## config.mk

```make
export PLATFORM = sky130hd
export DESIGN_NAME = req_scheduler_flat
export DESIGN_NICKNAME = d
export VERILOG_FILES = /design/src/rtl/req_scheduler_if.sv /design/src/rtl/req_scheduler.sv /design/src/flat_wrapper.sv
export SDC_FILE = /design/constraint.sdc
export NUM_CORES = 1
export LEC_CHECK = 0
export ABC_CLOCK_PERIOD_IN_PS = 3600
export CAP_MARGIN = 20
export CELL_PAD_IN_SITES_DETAIL_PLACEMENT = 2
export CELL_PAD_IN_SITES_GLOBAL_PLACEMENT = 2
export CORE_UTILIZATION = 30
export DETAILED_ROUTE_END_ITERATION = 7
export PLACE_DENSITY_LB_ADDON = 0.08
export SLEW_MARGIN = 20
export SYNTH_ARGS = -nofsm -noshare
export SYNTH_HDL_FRONTEND = slang
export SYNTH_SLANG_ARGS = --single-unit
```

## constraint.sdc

```tcl
create_clock -name clk -period 3.6 [get_ports clk]
set_input_delay 0.72 -clock clk [delete_from_list [all_inputs] [get_ports clk]]
set_output_delay 0.72 -clock clk [all_outputs]
set_load 0.05 [all_outputs]
```

## src/rtl/req_scheduler_if.sv

```systemverilog
`default_nettype none
// ============================================================================
// Module      : req_scheduler_if
// Description : Request/grant bundle for the 16-way round-robin scheduler.
//               master - requester side: drives req_a/req_b/done, observes
//                        the grant outputs.
//               slave  - scheduler side: observes requests, drives grants.
// Signals     : req_a[7:0]         requesters 15..8 (req_a[7] = 15)
//               req_b[7:0]         requesters 7..0  (req_b[0] = 0)
//               done               release pulse from the current owner
//               grant_valid        a grant is held
//               grant_idx[7:0]     owner index 0..15, 8'hF0 when idle
//               grant_onehot[15:0] one-hot owner, zero when idle
//               preempt            one-cycle pulse after a timeout release
// Revision    : 1.0 - initial release
// ============================================================================
interface req_scheduler_if;
    logic [7:0]  req_a;
    logic [7:0]  req_b;
    logic        done;
    logic        grant_valid;
    logic [7:0]  grant_idx;
    logic [15:0] grant_onehot;
    logic        preempt;

    modport master (
        output req_a,
        output req_b,
        output done,
        input  grant_valid,
        input  grant_idx,
        input  grant_onehot,
        input  preempt
    );

    modport slave (
        input  req_a,
        input  req_b,
        input  done,
        output grant_valid,
        output grant_idx,
        output grant_onehot,
        output preempt
    );
endinterface
`default_nettype wire

```

## src/rtl/req_scheduler.sv

```systemverilog
`default_nettype none
// ============================================================================
// Module      : req_scheduler
// Description : 16-requester round-robin scheduler with a bounded hold time.
//               A winner is picked in IDLE and held in BUSY until the owner
//               pulses done, drops its request, or has held the grant for
//               HOLD_MAX cycles. A timeout release that the owner did not
//               agree to is flagged with a one-cycle preempt pulse. Every
//               release is followed by at least one idle cycle.
// Parameters  : HOLD_MAX  maximum consecutive grant cycles, 1..15
// Ports       : clk       rising-edge clock
//               rst       synchronous active-high reset
//               bus       req_scheduler_if.slave (requests in, grant out)
// Revision    : 1.0 - initial release
// ============================================================================
module req_scheduler #(
    parameter int HOLD_MAX = 15
) (
    input  wire logic           clk,
    input  wire logic           rst,
    req_scheduler_if.slave      bus
);

    localparam logic [3:0]  c_hold_max = 4'(HOLD_MAX);
    localparam logic [7:0]  c_no_grant = 8'hF0;

    typedef enum logic [0:0] {
        ST_IDLE = 1'b0,
        ST_BUSY = 1'b1
    } state_t;

    // ------------------------------------------------------------------
    // State and registered outputs
    // ------------------------------------------------------------------
    state_t      r_state;
    state_t      w_state_nxt;
    logic [3:0]  r_last_idx;
    logic [3:0]  w_last_idx_nxt;
    logic [3:0]  r_owner;
    logic [3:0]  w_owner_nxt;
    logic [3:0]  r_hold_cnt;
    logic [3:0]  w_hold_cnt_nxt;

    logic        r_grant_valid;
    logic        w_grant_valid_nxt;
    logic [7:0]  r_grant_idx;
    logic [7:0]  w_grant_idx_nxt;
    logic [15:0] r_grant_onehot;
    logic [15:0] w_grant_onehot_nxt;
    logic        r_preempt;
    logic        w_preempt_nxt;

    // ------------------------------------------------------------------
    // Combinational helpers
    // ------------------------------------------------------------------
    logic [15:0] w_req;
    logic [3:0]  w_win_idx;
    logic [3:0]  w_cand;
    logic        w_owner_req;
    logic        w_timeout;
    logic        w_release;

    assign w_req = {bus.req_a, bus.req_b};

    // Round-robin pick. Candidates are visited from the lowest priority
    // (last_idx itself) up to the highest (last_idx-1); a later hit
    // overrides an earlier one, so the surviving winner is the first
    // asserted line in descending scan order starting at last_idx-1.
    // The 4-bit subtraction supplies the 0 -> 15 wrap for free.
    always_comb begin
        w_win_idx = r_last_idx;
        w_cand    = '0;
        for (int i = 16; i >= 1; i--) begin
            w_cand = r_last_idx - 4'(i);
            if (w_req[w_cand]) begin
                w_win_idx = w_cand;
            end
        end
    end

    assign w_owner_req = w_req[r_owner];
    assign w_timeout   = (r_hold_cnt == c_hold_max);
    assign w_release   = bus.done || !w_owner_req || w_timeout;

    // ------------------------------------------------------------------
    // Next-state and next-output logic
    // ------------------------------------------------------------------
    always_comb begin
        w_state_nxt        = r_state;
        w_last_idx_nxt     = r_last_idx;
        w_owner_nxt        = r_owner;
        w_hold_cnt_nxt     = r_hold_cnt;
        w_grant_valid_nxt  = r_grant_valid;
        w_grant_idx_nxt    = r_grant_idx;
        w_grant_onehot_nxt = r_grant_onehot;
        w_preempt_nxt      = 1'b0;

        case (r_state)
            ST_IDLE: begin
                // done is meaningless without an owner and is not looked at.
                if (|w_req) begin
                    w_state_nxt        = ST_BUSY;
                    w_owner_nxt        = w_win_idx;
                    w_hold_cnt_nxt     = 4'd1;
                    w_grant_valid_nxt  = 1'b1;
                    w_grant_idx_nxt    = {4'h0, w_win_idx};
                    w_grant_onehot_nxt = 16'h0001 << w_win_idx;
                end
            end

            ST_BUSY: begin
                if (w_release) begin
                    w_state_nxt        = ST_IDLE;
                    w_last_idx_nxt     = r_owner;
                    w_hold_cnt_nxt     = 4'd0;
                    w_grant_valid_nxt  = 1'b0;
                    w_grant_idx_nxt    = c_no_grant;
                    w_grant_onehot_nxt = 16'h0000;
                    // Only a release forced purely by the hold limit counts
                    // as a preemption; a cooperative release on the same
                    // edge takes precedence.
                    w_preempt_nxt      = w_timeout && !bus.done && w_owner_req;
                end else begin
                    // Cannot pass HOLD_MAX: the timeout release fires first.
                    w_hold_cnt_nxt     = r_hold_cnt + 4'd1;
                end
            end

            default: begin
                w_state_nxt        = ST_IDLE;
                w_hold_cnt_nxt     = 4'd0;
                w_grant_valid_nxt  = 1'b0;
                w_grant_idx_nxt    = c_no_grant;
                w_grant_onehot_nxt = 16'h0000;
            end
        endcase
    end

    // ------------------------------------------------------------------
    // State register
    // ------------------------------------------------------------------
    always_ff @(posedge clk) begin
        if (rst) begin
            r_state        <= ST_IDLE;
            r_last_idx     <= 4'd0;
            r_owner        <= 4'd0;
            r_hold_cnt     <= 4'd0;
            r_grant_valid  <= 1'b0;
            r_grant_idx    <= c_no_grant;
            r_grant_onehot <= 16'h0000;
            r_preempt      <= 1'b0;
        end else begin
            r_state        <= w_state_nxt;
            r_last_idx     <= w_last_idx_nxt;
            r_owner        <= w_owner_nxt;
            r_hold_cnt     <= w_hold_cnt_nxt;
            r_grant_valid  <= w_grant_valid_nxt;
            r_grant_idx    <= w_grant_idx_nxt;
            r_grant_onehot <= w_grant_onehot_nxt;
            r_preempt      <= w_preempt_nxt;
        end
    end

    assign bus.grant_valid  = r_grant_valid;
    assign bus.grant_idx    = r_grant_idx;
    assign bus.grant_onehot = r_grant_onehot;
    assign bus.preempt      = r_preempt;

endmodule
`default_nettype wire
```

## src/flat_wrapper.sv

```systemverilog
// flat-port wrapper written by rule: the top's interface ports become plain ports
module req_scheduler_flat 
#(
    parameter int HOLD_MAX = 15
)
  (clk, rst, bus_req_a, bus_req_b, bus_done, bus_grant_valid, bus_grant_idx, bus_grant_onehot, bus_preempt);
  req_scheduler_if bus_i ();
  input  wire logic clk;
  input  wire logic rst;
  input wire logic [$bits(bus_i.req_a)-1:0] bus_req_a;
  input wire logic [$bits(bus_i.req_b)-1:0] bus_req_b;
  input wire logic [$bits(bus_i.done)-1:0] bus_done;
  output wire logic [$bits(bus_i.grant_valid)-1:0] bus_grant_valid;
  output wire logic [$bits(bus_i.grant_idx)-1:0] bus_grant_idx;
  output wire logic [$bits(bus_i.grant_onehot)-1:0] bus_grant_onehot;
  output wire logic [$bits(bus_i.preempt)-1:0] bus_preempt;
  assign bus_i.req_a = bus_req_a;
  assign bus_i.req_b = bus_req_b;
  assign bus_i.done = bus_done;
  assign bus_grant_valid = bus_i.grant_valid;
  assign bus_grant_idx = bus_i.grant_idx;
  assign bus_grant_onehot = bus_i.grant_onehot;
  assign bus_preempt = bus_i.preempt;
  req_scheduler #(.HOLD_MAX(HOLD_MAX)) u_core (.clk(clk), .rst(rst), .bus(bus_i));
endmodule
```

==> impl_metrics.py <==
metrics = {
    "status": {
        "status": "finished clean",
    },
    "route": {
        "vias_per_cell": 5.68,
        "drt_wl_total_mm": 18.6,
        "drc": 0,
        "ant_nets": 0,
        "vias": 4398,
        "dr.first_iter.drc_count": 193,
        "firstDrtPassIters": 4,
        "routedWlPerCell_um": 24.0,
    },
    "cts": {
        "numCtsBuffers": 5,
        "htreeDepth": 2,
        "clk_latency_ns": 0.28,
        "cts_max_path_buffers": 2,
        "cts.sinks": 36,
        "cts-root-buf": "clkbuf_16",
        "cts_hold_buf": 0,
        "clk_pin_slew_ns": 0.06,
        "cts_tree": "yes",
    },
    "place": {
        "post_dp_cell_area_um2": 5440,
        "gp_congestion": 0.864,
        "pre_cts_ws_ns": -0.623,
        "io_buffers": 44,
        "dp_hpwl_mm": 13.5,
    },
    "worst_setup_path": {
        "reg2reg_from": "u_core.r_last_idx[1]$_SDFFE_PP0P_",
        "rr_worst_depth": 16,
        "end_kind": "flop",
        "critical_path_class": "reg2reg",
        "arrival_ns": 3.81,
        "worst-r2r-setup-slack_ns": 0.01,
        "crit_fanout": 5,
        "critPathLaunchType": "flop",
        "r2r_end": "u_core.bus.grant_onehot[6]$_SDFFE_PP0P_",
        "required_ns": 3.83,
    },
    "sta": {
        "drv_slew": 0,
        "setup_viol": 0,
        "slew_headroom": 0.550,
        "skew_ns": 0.00281,
        "worstMarginPinSlew_ns": 0.674,
        "max_freq_mhz": 279,
        "min_period_over_period": 0.996,
        "rsz0062_at_grt": "yes",
        "setup_slack_ns": 0.0148,
        "hold_viol": 0,
        "finalCriticalPeriod_ns": 3.59,
        "finalSetupTns_ns": 0,
    },
    "die": {
        "io_pins": 45,
        "die_w_um": 116,
        "dieArea_um2": 13400,
        "start_util": 0.307,
        "die_height_um": 116,
        "fp.coreArea_um2": 12600,
        "rows": 41,
    },
    "logic_synthesis": {
        "synth_edf_count": 0,
        "synth_top_cell_area_share": 0.186,
        "ys_seq_elements": 36,
        "yosys.area.top_type": "dfxtp_1",
        "yosys.area_share.simple": 0.199,
        "ys_async_sr_fraction": 0,
        "synthXorXnorAreaFrac": 0.0427,
        "synth_nets": 457,
        "syn_area_per_cell_um2": 9.00,
        "ys_types": 64,
        "ys_seq_area_frac": 0.186,
        "synth_compound_area_frac": 0.209,
        "synth_top_family_by_area": "multiplexers",
        "netlist_top_cells_count": "nor2_1 (43), dfxtp_1 (36), nand2_1 (36)",
        "ys.flop_type": "dfxtp_1",
        "yosys_warnings": 0,
        "synth_most_common_cell": "nor2_1",
        "muxShareOfSynthArea": 0.288,
        "synth_fa_ha_area_frac": 0.0259,
        "synth_area_um2": 3870,
        "synthTopCellsByArea": "dfxtp_1 (19%), mux4_2 (19%), mux2i_1 (6.2%)",
        "syn_inst": 430,
    },
    "pwr": {
        "ir_drop_mv": 0.247,
        "powerDensity_nw_per_um2": 848,
        "total_leakage_power_uw": 0.00236,
    },
    "final_layout": {
        "drive_gt1_frac": 0.447,
        "diodes": 0,
        "fin_area_um2": 5970,
        "fin_util": 0.473,
        "nets": 628,
        "synthToLayoutAreaGrowth_pct": 54.4,
        "fill_cells": 1365,
    },
    "job": {
        "maxCapViolCount": 0,
    },
    "hold_path": {
        "min_to": "u_core.bus.grant_idx[3]$_SDFFE_PP0P_",
        "worstHoldPathCells": 2,
        "holdCritStartpoint": "u_core.bus.grant_idx[3]$_SDFFE_PP0P_",
        "hold_class": "reg2reg",
    },
    "grt": {
        "gr-usage-all-layers": 0.279,
        "grt_pass1_wl_mm": 27.7,
        "grt_overflow": 0,
        "grt_pass1_vias": 4844,
        "grt_antenna_before_repair": 0,
        "grt_max_degree": 21,
    },
}
flip-flops by register name, summed over array words and instances (netlist names):
| name | count |
|---|---|
| u_core.bus.grant_onehot | 16 |
| u_core.bus.grant_idx | 5 |
| u_core.r_hold_cnt | 4 |
| u_core.r_last_idx | 4 |
| u_core.r_owner | 4 |
| u_core.bus.grant_valid | 1 |
| u_core.bus.preempt | 1 |
| u_core.r_state | 1 |
worst max-delay path by stage:
stage	startpoint	end	slack [ns]	depth (start not counted)
finish	u_core.r_last_idx[1]$_SDFFE_PP0P_	u_core.bus.grant_onehot[6]$_SDFFE_PP0P_	0.01	16
global route	u_core.r_last_idx[1]$_SDFFE_PP0P_	u_core.bus.grant_onehot[6]$_SDFFE_PP0P_	-0.09	16
CTS	u_core.r_last_idx[0]$_SDFFE_PP0P_	u_core.bus.grant_onehot[15]$_SDFFE_PP0P_	0.0009	14
detailed placement	bus_req_b[5]	u_core.bus.grant_onehot[15]$_SDFFE_PP0P_	-0.62	10
global placement	bus_req_b[1]	u_core.bus.grant_onehot[13]$_SDFFE_PP0P_	-0.50	11
floorplan	u_core.r_last_idx[2]$_SDFFE_PP0P_	u_core.bus.grant_onehot[12]$_SDFFE_PP0P_	0.04	13
logic make-up (layout without fill, tap and decap cells):
logic type / Yosys count / in the layout
and+or+nand+nor: 155 / 155
AOI/OAI and AO/OA: 106 / 106
muxes: 68 / 68
buffers and inverters: 39 / 211
DFF: 36 / 36
xor gates and xnor gates: 18 / 18
adders and majority gates: 8 / 8
where the power goes:
group | internal (uW) | total, uW | leakage [uW] | switching [uW]
combinational | 1850 | 3920 | 0.00197 | 2070
clock | 365 | 536 | 0.0000901 | 171
sequential | 495 | 606 | 0.000296 | 111
total | 2710 | 5060 | 0.00236 | 2360
layout by cell type (no fill, tap or decap), types with 9 or more instances in the layout:
cell	netlist	layout
a22o_1	17	17
nor2_1	43	43
mux4_2	32	32
nand3_1	16	15
nor3_1	12	11
nand2_1	36	34
clkdlybuf4s50_1	0	28
mux2i_1	24	13
buf_4	5	145
nand2b_1	9	9
a21oi_1	26	24
dfxtp_1	36	34
repair_timing:
action,in CTS,in global routing
setup buffers,5,10
gates resized for setup,42,58
pin swaps,9,13
setup endpoints to repair,24,24
through the flow:
step / total power (uW) / std cells / hold slack, ns
after floorplan: 2500 / 430 / 0.454
after global placement: 3900 / 751 / 0.447
after detailed placement: 4000 / 751 / 0.460
after CTS: 4750 / 764 / 0.474
after global routing: 5330 / 774 / 0.483
final: 5060 / 774 / 0.464
area by class of cell:
type	count	area, um2	area share
clock inverters	1	30.0	0.00503
multi-input cells	355	3220	0.540
clock buffers	7	153	0.0256
inverters	6	31.3	0.00524
well taps	172	215	0.0360
repair buffers	197	1590	0.266
flip-flops and latches	36	728	0.122
metal layers:
layer | GRT usage | share of wire | vias up
li1 | - | - | 2002
met3 | 0.0397 | 0.037 | 37
met5 | 0 | 0 | -
met2 | 0.491 | 0.51 | 111
met1 | 0.349 | 0.42 | 2248
met4 | 0.0935 | 0.027 | 0
critical path, stage by stage (launching register included):
cell      delay [ns]
dfxtp_4         0.38
inv_6           0.05
ha_4            0.34
buf_4           0.16
mux4_2          0.39
buf_4           0.18
mux2i_2         0.26
nor2_1          0.13
a221o_1         0.27
a21oi_1         0.18
o21ai_1         0.12
a211oi_1        0.27
buf_4           0.17
a221oi_4        0.05
buf_6           0.14
nor3b_4         0.23
a22o_1          0.17
(Power assumes the default switching activity.)
